## config.mk

```make
export PLATFORM = sky130hd
export DESIGN_NAME = mem_store_buffer
export DESIGN_NICKNAME = d
export VERILOG_FILES = /design/src/rtl/mem_store_buffer_pkg.sv /design/src/rtl/sb_fwd_match.sv /design/src/rtl/mem_store_buffer.sv
export SDC_FILE = /design/constraint.sdc
export NUM_CORES = 1
export LEC_CHECK = 0
export CAP_MARGIN = 20
export CORE_MARGIN = 2
export CORE_UTILIZATION = 29
export CTS_CLUSTER_SIZE = 14
export DETAILED_ROUTE_END_ITERATION = 16
export SYNTH_ARGS = -nofsm -noshare
export SYNTH_HDL_FRONTEND = slang
export SYNTH_HIERARCHICAL = 1
export SYNTH_SLANG_ARGS = --single-unit
```

## constraint.sdc

```tcl
create_clock -name clk -period 7.1 [get_ports clk]
set_clock_uncertainty 0.15 [all_clocks]
set_input_delay 1.42 -clock clk [delete_from_list [all_inputs] [get_ports clk]]
set_output_delay 1.42 -clock clk [all_outputs]
set_load 0.1 [all_outputs]
```

## src/rtl/mem_store_buffer_pkg.sv

```systemverilog
// Shared types and defaults for the MEM-stage store buffer.
package mem_pkg;

  localparam int DEPTH_DEFAULT  = 4;
  localparam int ADDR_W_DEFAULT = 32;
  localparam int DATA_W_DEFAULT = 32;
  localparam int PTR_W          = $clog2(DEPTH_DEFAULT);

  typedef struct packed {
    logic [ADDR_W_DEFAULT-3:0] word_addr;
    logic [DATA_W_DEFAULT-1:0] data;
  } sb_entry_t;

endpackage

```

## src/rtl/sb_fwd_match.sv

```systemverilog
// Finds the youngest buffered store whose word address matches a load.
module sb_fwd_match
  import mem_pkg::*;
#(
  parameter int DEPTH = DEPTH_DEFAULT
) (
  input  sb_entry_t                    entries [DEPTH],
  input  logic [DEPTH-1:0]             valid,
  input  logic [$clog2(DEPTH)-1:0]     head,
  input  logic [ADDR_W_DEFAULT-3:0]    load_waddr,
  output logic                         hit,
  output logic [DATA_W_DEFAULT-1:0]    hit_data
);

  localparam int IW = $clog2(DEPTH);

  // Walking oldest to youngest and letting later hits override gives the
  // same winner as a youngest-first scan from tail-1.
  always_comb begin
    hit      = 1'b0;
    hit_data = '0;
    for (int k = 0; k < DEPTH; k++) begin
      if (valid[head + IW'(k)] && entries[head + IW'(k)].word_addr == load_waddr) begin
        hit      = 1'b1;
        hit_data = entries[head + IW'(k)].data;
      end
    end
  end

endmodule

```

## src/rtl/mem_store_buffer.sv

```systemverilog
// Posted-store FIFO between the MEM stage and data memory; loads own the port
// and forward from the youngest matching buffered store.
module mem_store_buffer
  import mem_pkg::*;
#(
  parameter int DEPTH  = DEPTH_DEFAULT,
  parameter int ADDR_W = ADDR_W_DEFAULT,
  parameter int DATA_W = DATA_W_DEFAULT
) (
  input  logic                     clk,
  input  logic                     reset,
  input  logic                     req_read,
  input  logic                     req_write,
  input  logic [ADDR_W-1:0]        req_addr,
  input  logic [DATA_W-1:0]        req_wdata,
  output logic                     stall,
  output logic [DATA_W-1:0]        load_data,
  output logic                     load_fwd,
  output logic                     req_err,
  output logic                     empty,
  output logic [$clog2(DEPTH):0]   count,
  output logic                     mem_read,
  output logic                     mem_write,
  output logic [ADDR_W-1:0]        mem_addr,
  output logic [DATA_W-1:0]        mem_wdata,
  input  logic [DATA_W-1:0]        mem_rdata
);

  localparam int IW = $clog2(DEPTH);

  sb_entry_t              entries [DEPTH];
  sb_entry_t              head_entry;
  logic [IW-1:0]          head;
  logic [IW-1:0]          tail;
  logic [DEPTH-1:0]       valid;
  logic                   bad_req;
  logic                   load_ok;
  logic                   store_ok;
  logic                   full;
  logic                   enq;
  logic                   drain;
  logic                   hit;
  logic [DATA_W_DEFAULT-1:0] hit_data;

  // Erroneous requests are dropped entirely and also keep the port quiet.
  assign bad_req  = ((req_read || req_write) && (req_addr[1:0] != 2'b00)) ||
                    (req_read && req_write);
  assign load_ok  = req_read && !bad_req;
  assign store_ok = req_write && !bad_req;
  assign full     = (count == ($clog2(DEPTH)+1)'(DEPTH));
  assign enq      = store_ok && !full;
  assign drain    = !load_ok && !bad_req && (count != '0);

  assign head_entry = entries[head];
  assign empty      = (count == '0);
  assign req_err    = reset && bad_req;
  assign stall      = reset && store_ok && full;

  always_comb begin
    valid = '0;
    for (int i = 0; i < DEPTH; i++) begin
      valid[i] = ({1'b0, IW'(i) - head} < count);
    end
  end

  sb_fwd_match #(.DEPTH(DEPTH)) u_match (
    .entries    (entries),
    .valid      (valid),
    .head       (head),
    .load_waddr (req_addr[ADDR_W-1:2]),
    .hit        (hit),
    .hit_data   (hit_data)
  );

  always_ff @(posedge clk or negedge reset) begin
    if (!reset) begin
      head  <= '0;
      tail  <= '0;
      count <= '0;
    end else begin
      if (enq)   tail <= tail + IW'(1);
      if (drain) head <= head + IW'(1);
      if (enq && !drain)      count <= count + 1'b1;
      else if (drain && !enq) count <= count - 1'b1;
    end
  end

  // Storage is deliberately left out of reset; validity comes from count.
  always_ff @(posedge clk) begin
    if (enq) entries[tail] <= '{word_addr: req_addr[ADDR_W-1:2], data: req_wdata};
  end

  always_comb begin
    mem_read  = 1'b0;
    mem_write = 1'b0;
    mem_addr  = '0;
    mem_wdata = '0;
    load_data = '0;
    load_fwd  = 1'b0;
    if (reset) begin
      if (load_ok) begin
        load_fwd  = hit;
        mem_read  = !hit;
        load_data = hit ? hit_data : mem_rdata;
        if (!hit) mem_addr = req_addr;
      end else if (drain) begin
        mem_write = 1'b1;
        mem_addr  = {head_entry.word_addr, 2'b00};
        mem_wdata = head_entry.data;
      end
    end
  end

endmodule
```

Yosys cells after proc, flatten, opt, wreduce, memory -nomap -nowiden
Index checks and enable logic that the tools add are counted.
- flip-flop bits (word level): 255
- bits in latches: 0
- bits in writable memories: 0
- ROM bits: 0
- bits of input ports: 100
- output and inout bits: 105
- logic and storage cells: 124
- memories kept: 0
- add/sub/neg operators: 10
- multiply operators: 0
- divide/modulo/power cells: 0
- magnitude comparators: 14
- equality and inequality tests: 5
- shift-type cells: 0
- mux-type cells: 50
- bitwise operators: 5
- reduce and logical (&&, ||, !) cells: 29
- operator list (kind ; number):
    62-bit two-way mux ; 9
    62-bit binary-select mux with 2-bit select ; 4
    32-bit two-way mux ; 14
    248-bit bitwise mux ; 1
    62-bit demux with 2-bit select ; 1
    30-bit == test ; 4
    1-bit logical AND ; 17
    3-bit greater-or-equal comparator, second input constant ; 5
    1-bit two-way mux ; 15
    2-bit NOT with 3-bit output ; 5
    2-bit by 3-bit < comparator with 1-bit output ; 4
    2-bit by 3-bit < comparator with 1-bit output, second input constant ; 4
    1-bit binary-select mux with 2-bit select ; 4
    1-bit zero test ; 6
    3-bit two-way mux ; 2
    2-bit by 1-bit adder with 2-bit output, second input constant ; 2
    2-bit adder, second input constant ; 2
    2-bit nonzero test ; 2
    1-bit by 2-bit subtractor with 2-bit output, first input constant ; 2
    2-bit subtractor, first input constant ; 2
    3-bit by 1-bit adder with 3-bit output, second input constant ; 1
    3-bit == test, second input constant ; 1
    3-bit zero test ; 1
    3-bit by 1-bit < comparator with 1-bit output, second input constant ; 1
    other kinds (3) ; 4

Depth between registers and ports, before layout
Gate-level depths: netlist of run 1.
- depth after elaboration: 13
- depth in mapped cells: 21
- gate-level depth less buffers: 15

Modules after synthesis
Netlist of run 1, hierarchy kept.
- modules (own cells, without submodules) (module ; times used ; cells each ; area each (sq um)):
    mem_store_buffer ; 1 ; 503 ; 10453.8
    sb_fwd_match ; 1 ; 947 ; 8329.2

Worst setup path after synthesis of run 1
OpenSTA, ideal clock, no wires.
- kind: input port to output port
- from: input port req_addr[3]
- to: output port load_data[22]
- data arrival time: 5113 ps
- data required time: 5530 ps
- slack: 417 ps
- cell stages on the path: 15
- cell sequence: clkbuf_1 o2bb2ai_1 a2111oi_0 a31oi_1 nor4_1 and3_1 clkbuf_1 buf_2 buf_1 nor2_1 nand2_1 inv_1 nor3_2 buf_2 a22o_1
- longest elaborated chain between the ends: 9
- elaborated cells between the ends (all ways): 19
- classes of those cells: eq/ne: 4; mux: 11; reduce/logical: 4
- RTL lines (item ; line ; source):
    start, declared ; mem_store_buffer.sv:14 ; input logic [ADDR_W-1:0] req_addr,
    30-bit == test ; sb_fwd_match.sv:23 ; if (valid[head + IW'(k)] && entries[head + IW'(k)].word_addr == load_waddr) begin
    1-bit logical AND ; sb_fwd_match.sv:23 ;
    1-bit two-way mux (3 in a row) ; sb_fwd_match.sv:23 ;
    1-bit two-way mux * ; sb_fwd_match.sv:23 ;
    named net hit ; mem_store_buffer.sv:42 ; logic hit;
    32-bit two-way mux * ; mem_store_buffer.sv:104 ; load_data = hit ? hit_data : mem_rdata;
    32-bit two-way mux * ; mem_store_buffer.sv:101 ; if (load_ok) begin
    32-bit two-way mux * ; mem_store_buffer.sv:100 ; if (reset) begin
    end, declared ; mem_store_buffer.sv:17 ; output logic [DATA_W-1:0] load_data,
Mark *: on every way through the listed nets, which the timed path passes. The rest lies on a longest branch.

Worst setup path in the final report of run 1
- from: input port req_addr[31]
- to: output port load_data[14]
The elaborated chain is that of the path after synthesis.

==> results of run 1 <==
synthesized netlist by cell type, types with 31 or more instances:
cell type | n | area (um2)
a21oi_1 | 34 | 170
a221o_1 | 64 | 641
a22o_1 | 93 | 815
and2_1 | 37 | 231
buf_2 | 34 | 170
clkbuf_1 | 56 | 210
edfxtp_1 | 248 | 7450
mux2_2 | 137 | 1540
mux2i_1 | 202 | 2020
mux4_2 | 90 | 2030
nand2_1 | 39 | 146
xnor2_1 | 84 | 736
xor2_1 | 31 | 272
critical path, cell delays in order:
cell and delay, ps:
dlygate4sd2_1 620, inv_1 220, xnor2_1 290, nor4_2 420, o2111ai_1 240, nor4_1 450, a31oi_1 360, nand2_1 220
inv_1 90, nor3_4 310, buf_12 230, a22o_1 220, buf_12 190
state kept, by name, indices dropped and copies added, names as in the netlist:
register and count:
head 2, tail 2, count 3, entries 248
routing by layer:
layer	GRT usage [%]	wire, um	vias to the layer above
met1	22.3	24900	7077
met4	3.63	1040	6
li1	-	-	6136
met5	0	30	-
met3	3.12	3540	66
met2	31.3	31000	407
power breakdown:
group	total [mW]	switching [mW]	internal, mW
combinational	4.47	2.49	1.99
sequential	1.84	0.121	1.72
clock	1.61	0.671	0.942
metrics by stage:
stage | worst slack [ps] | cells | util (%)
5_1_grt | 28.5 | 2490 | 36.3
6_report | 189 | 2491 | 36.3
3_3_place_gp | -304 | 2429 | 34.7
3_5_place_dp | -242 | 2429 | 34.7
2_1_floorplan | 417 | 1451 | -
4_1_cts | 111 | 2487 | 36.3
final cells by class:
type	count	area, um2	area share, %
Antenna cell	2	5.00	0.0214
Clock buffer	34	787	3.37
Clock inverter	24	230	0.986
Inverter	19	71.3	0.305
Multi-Input combinational cell	1036	10300	44.0
Sequential cell	255	7630	32.7
Tap cell	855	1070	4.58
Timing Repair Buffer	266	3270	14.0
what timing repair did:
item,in CTS,in global routing
hold endpoints to repair,0,0
hold buffers,0,0
gates resized for setup,2,0
setup endpoints to repair,34,31
buffers inserted,0,2
worst min path at each step:
stage                        from  endpoint  slack [ps]  depth (start not counted)
after floorplan           tail[1]   tail[1]         360                          1
after global placement    tail[1]   tail[1]         370                          1
after detailed placement  tail[1]   tail[1]         410                          1
after CTS                 tail[1]   tail[1]         420                          1
after global routing      tail[1]   tail[1]         450                          1
final                     tail[1]   tail[1]         420                          1
logic make-up (layout without fill, tap and decap cells):
| group | after synthesis | count (layout) | synth area share [%] |
|---|---|---|---|
| other cells | 1 | 4 | 0.0200 |
| buf+inv | 160 | 343 | 4.92 |
| mux | 438 | 438 | 30.5 |
| compound gates | 279 | 279 | 12.1 |
| xor+xnor | 115 | 115 | 5.36 |
| flops | 255 | 255 | 40.6 |
| simple gates | 192 | 192 | 5.78 |
| fa+ha+maj | 10 | 10 | 0.706 |
==> impl_metrics.json, run 1 <==
{
  "async_reset_ff_share_pct": 2.75,
  "r2r_cells": 4,
  "dieArea_um2": 66800,
  "track_usage_pct": 17.6,
  "ys.flop_type": "edfxtp_1",
  "cp-start-kind": "input pin",
  "synth_area_um2": 18800,
  "die_h_um": 258,
  "dp_hpwl_um": 41700,
  "path_class": "in -> out",
  "worstPathRequired_ps": 5530,
  "cts_tree": "yes",
  "area_growth_pct": 24.3,
  "fmax_mhz": 145,
  "p_leak_nw": 8.54,
  "via_count": 13700,
  "wl_per_cell_um": 24.3,
  "initial_core_util_pct": 29.2,
  "cts_made_buffers": 31,
  "ys_seq_area_share_pct": 40.6,
  "worstPathMaxFanout": 28,
  "r2r-start": "count[0]",
  "hold_violations": 0,
  "ir_drop_mv": 0.320,
  "synth_edf_count": 248,
  "cts_root_buf": "clkbuf_16",
  "io_pins": 205,
  "power_mw": 7.93,
  "clock-sinks": 255,
  "port_buffers": 202,
  "die_w_um": 258,
  "vias_per_cell": 5.50,
  "ys_warn_count": 6,
  "slew_headroom_pct": 34.0,
  "ys_ff_latch": 255,
  "drt_iter0_markers": 880,
  "timing.hold.ws_ps": 420,
  "coreArea_um2": 64200,
  "cap_violations": 0,
  "cp_data_arrival_time_ps": 5340,
  "cp-end-kind": "output port",
  "nFillCells": 6232,
  "crit_start": "req_addr[31]",
  "place.gp.congestion": 0.977,
  "min_period_over_period_pct": 97.3,
  "yosysUniqueCellTypes": 73,
  "maxSlewViolCount": 0,
  "placed_area_um2": 22300,
  "drc": 0,
  "drt_wl_total_um": 60600,
  "layout-drive-gt1-share_pct": 28.6,
  "power_density_nw_per_um2": 340,
  "clk_pin_slew_ps": 60,
  "grt_start_max_net_pins": 158,
  "mostFrequentLayoutCells": "edfxtp_1 (248), mux2i_1 (202), mux2_2 (137), clkdlybuf4s50_1 (104), a22o_1 (93)",
  "hold_class": "reg -> reg",
  "grt_pass1_wl_um": 90500,
  "ant_nets": 0,
  "r2r-end": "entries[70]",
  "status": "finished, final reports clean",
  "final_common_cell": "edfxtp_1",
  "setup_viol": 0,
  "rsz0062_at_grt": "no",
  "setup-tns-final_ps": 0,
  "avgSynthCellArea_um2": 13.0,
  "worstMarginPinSlew_ps": 986,
  "synth_cells": 1450,
  "design_area_um2": 23300,
  "first_pass_iters": 5,
  "fin_nets": 1719,
  "gr-total-overflow": 0,
  "rrSetupSlack_ps": 4070,
  "endpoint": "load_data[14]",
  "layout_min_cycle_time_ps": 6910,
  "insertion_delay_ps": 590,
  "antenna_found_initial": 4,
  "clk_path_buf_depth": 3,
  "h-tree-depth": 1,
  "grt_pass1_vias": 14200,
  "fp-row-count": 93
}
No activity file was read; power rests on OpenSTA's default activity.
==> run 2: changes to the inputs <==
--- a/config.mk
+++ b/config.mk
@@ -5,8 +5,8 @@
 export SDC_FILE = /design/constraint.sdc
 export NUM_CORES = 1
 export LEC_CHECK = 0
+export ABC_CLOCK_PERIOD_IN_PS = 7100
 export CAP_MARGIN = 20
-export CORE_MARGIN = 2
 export CORE_UTILIZATION = 29
 export CTS_CLUSTER_SIZE = 14
 export DETAILED_ROUTE_END_ITERATION = 16
==> run 2 against run 1 <==
Hold slack worse by 12 ps. Largest power group unchanged. Sequential power hardly changed. Highest routed layer unchanged. Register-to-register slack worse by 50 ps. Combinational power is 0.9% higher. Clock power is 4% higher. Largest cell class unchanged. Critical endpoint is now load_data[24].
==> impl_metrics.json, run 2 (synthesis results as in run 1) <==
{
  "final_common_cell": "edfxtp_1",
  "worstMarginPinSlew_ps": 979,
  "hold_class": "reg -> reg",
  "area_growth_pct": 25.0,
  "hold_violations": 0,
  "setup_viol": 0,
  "holdBufCountCts": 0,
  "p_leak_nw": 8.61,
  "ir_drop_mv": 0.172,
  "cap_violations": 0,
  "pre_cts_ws_ps": -199,
  "die_w_um": 256,
  "reg_top3": "entries (248), count (3)",
  "power_mw": 8.04,
  "fin_util_pct": 37.0,
  "power_density_nw_per_um2": 343,
  "coreArea_um2": 63500,
  "cts_root_buf": "clkbuf_16",
  "initial_core_util_pct": 29.6,
  "nFillCells": 6147,
  "diodes": 0,
  "dp_cells": 2430,
  "io_pins": 205,
  "top_register": "entries",
  "crit_chain": "clkdlybuf4s50_1, xnor2_1, nor2_1, nand4_1, a2111oi_2, and4_1, buf_4, nor2b_4, buf_12, a221o_1, a22o_1, a22o_1, buf_12",
  "insertion_delay_ps": 550,
  "port_buffers": 202,
  "layout_min_cycle_time_ps": 6850,
  "fin_nets": 1732,
  "layout-drive-gt1-share_pct": 28.7,
  "min_period_over_period_pct": 96.5,
  "track_usage_pct": 18.0,
  "stdcell_count": 2494,
  "grt_pass1_vias": 14100,
  "worstPathMaxFanout": 62,
  "drt_iter0_markers": 1290,
  "antenna_found_initial": 2,
  "cp_data_arrival_time_ps": 5280,
  "drc": 0,
  "status": "finished, final reports clean",
  "crit_path_max_incr_delay_ps": 760,
  "fp-row-count": 92,
  "cts_made_buffers": 34,
  "wl_per_cell_um": 24.4,
  "cp-start-kind": "input pin",
  "fin_ws_ps": 246,
  "ant_nets": 0,
  "dieArea_um2": 65800,
  "worstPathRequired_ps": 5530,
  "slew_headroom_pct": 34.5,
  "die_h_um": 256,
  "first_pass_iters": 7,
  "via_count": 13900,
  "grt_pass1_wl_um": 90300,
  "maxSlewViolCount": 0,
  "largest_reg_flops": 248,
  "grt_start_max_net_pins": 97,
  "clock-sinks": 255,
  "gr-total-overflow": 0,
  "dp_hpwl_um": 42300,
  "clk_pin_slew_ps": 50,
  "drt_wl_total_um": 60800,
  "vias_per_cell": 5.56,
  "mostFrequentLayoutCells": "edfxtp_1 (248), mux2i_1 (202), mux2_2 (137), clkdlybuf4s50_1 (104), a22o_1 (93)",
  "cts_tree": "yes",
  "fmax_mhz": 146,
  "rsz0062_at_grt": "no",
  "slowest_stage": "clkdlybuf4s50_1",
  "clk_path_buf_depth": 3,
  "place.gp.congestion": 0.968,
  "h-tree-depth": 2,
  "path_class": "in -> out",
  "cp-end-kind": "output port"
}
## run 2: cell count changes in the layout (fill, tap and decap cells not counted), sizes merged, moves of 2 or more
| cell | before | now |
|---|---|---|
| clkbuf | 34 | 43 |
| diode | 2 | 0 |
| buf | 161 | 171 |
| inv | 20 | 18 |
| bufinv | 4 | 2 |
## run 2: final timing paths
kind | depth (start not counted) | start | to | slack [ps]
setup / recovery | 13 | req_addr[16] | load_data[24] | 250
hold / removal | 1 | tail[1] | tail[1] | 410
setup reg to reg | 4 | count[0] | entries[231] | 4020
hold reg to reg | 1 | tail[1] | tail[1] | 410
max in group asynchronous | 1 | reset | head[1] | 5400
min in group asynchronous | 1 | reset | count[0] | 1040
## run 2: timing repair
item                                    4_1_cts  5_1_grt
gates resized for setup                       2        2
setup buffers                                 0        1
hold endpoints to repair                      0        0
endpoints found under the setup margin       31       31
## run 2: routing by layer
layer / track usage, % / wire length [um] / vias up
li1: - / - / 6170
met5: 0 / 30 / -
met1: 23.8 / 26100 / 7115
met2: 29.7 / 29300 / 505
met3: 3.41 / 3920 / 82
met4: 5.29 / 1480 / 4
## run 2: worst max-delay path: cells and delay by family
kind	cells	cell delay, ps
buf+inv	4	1400
compound gates	4	1290
simple gates	4	1010
xor+xnor	1	130
## run 2: where the power goes
part	leakage, nW	internal, mW	switching, mW
Clock	0.519	0.982	0.695
Combinational	5.78	2.01	2.50
Sequential	2.31	1.72	0.132
Total	8.61	4.71	3.33
## run 2: layout make-up
class | instances | area, um2 | share of cell area, %
Clock buffer | 43 | 906 | 3.86
Clock inverter | 19 | 164 | 0.698
Inverter | 19 | 72.6 | 0.309
Multi-Input combinational cell | 1036 | 10300 | 43.8
Sequential cell | 255 | 7630 | 32.5
Tap cell | 846 | 1060 | 4.51
Timing Repair Buffer | 276 | 3370 | 14.4
## run 2: stage by stage
stage          hold slack, ps  area [um2]  setup TNS (ps)
2_1_floorplan             362       18800               0
3_5_place_dp              396       22400           -4170
5_1_grt                   437       23500               0
4_1_cts                   409       23400               0
3_3_place_gp              374       22300           -4280
6_report                  407       23500               0
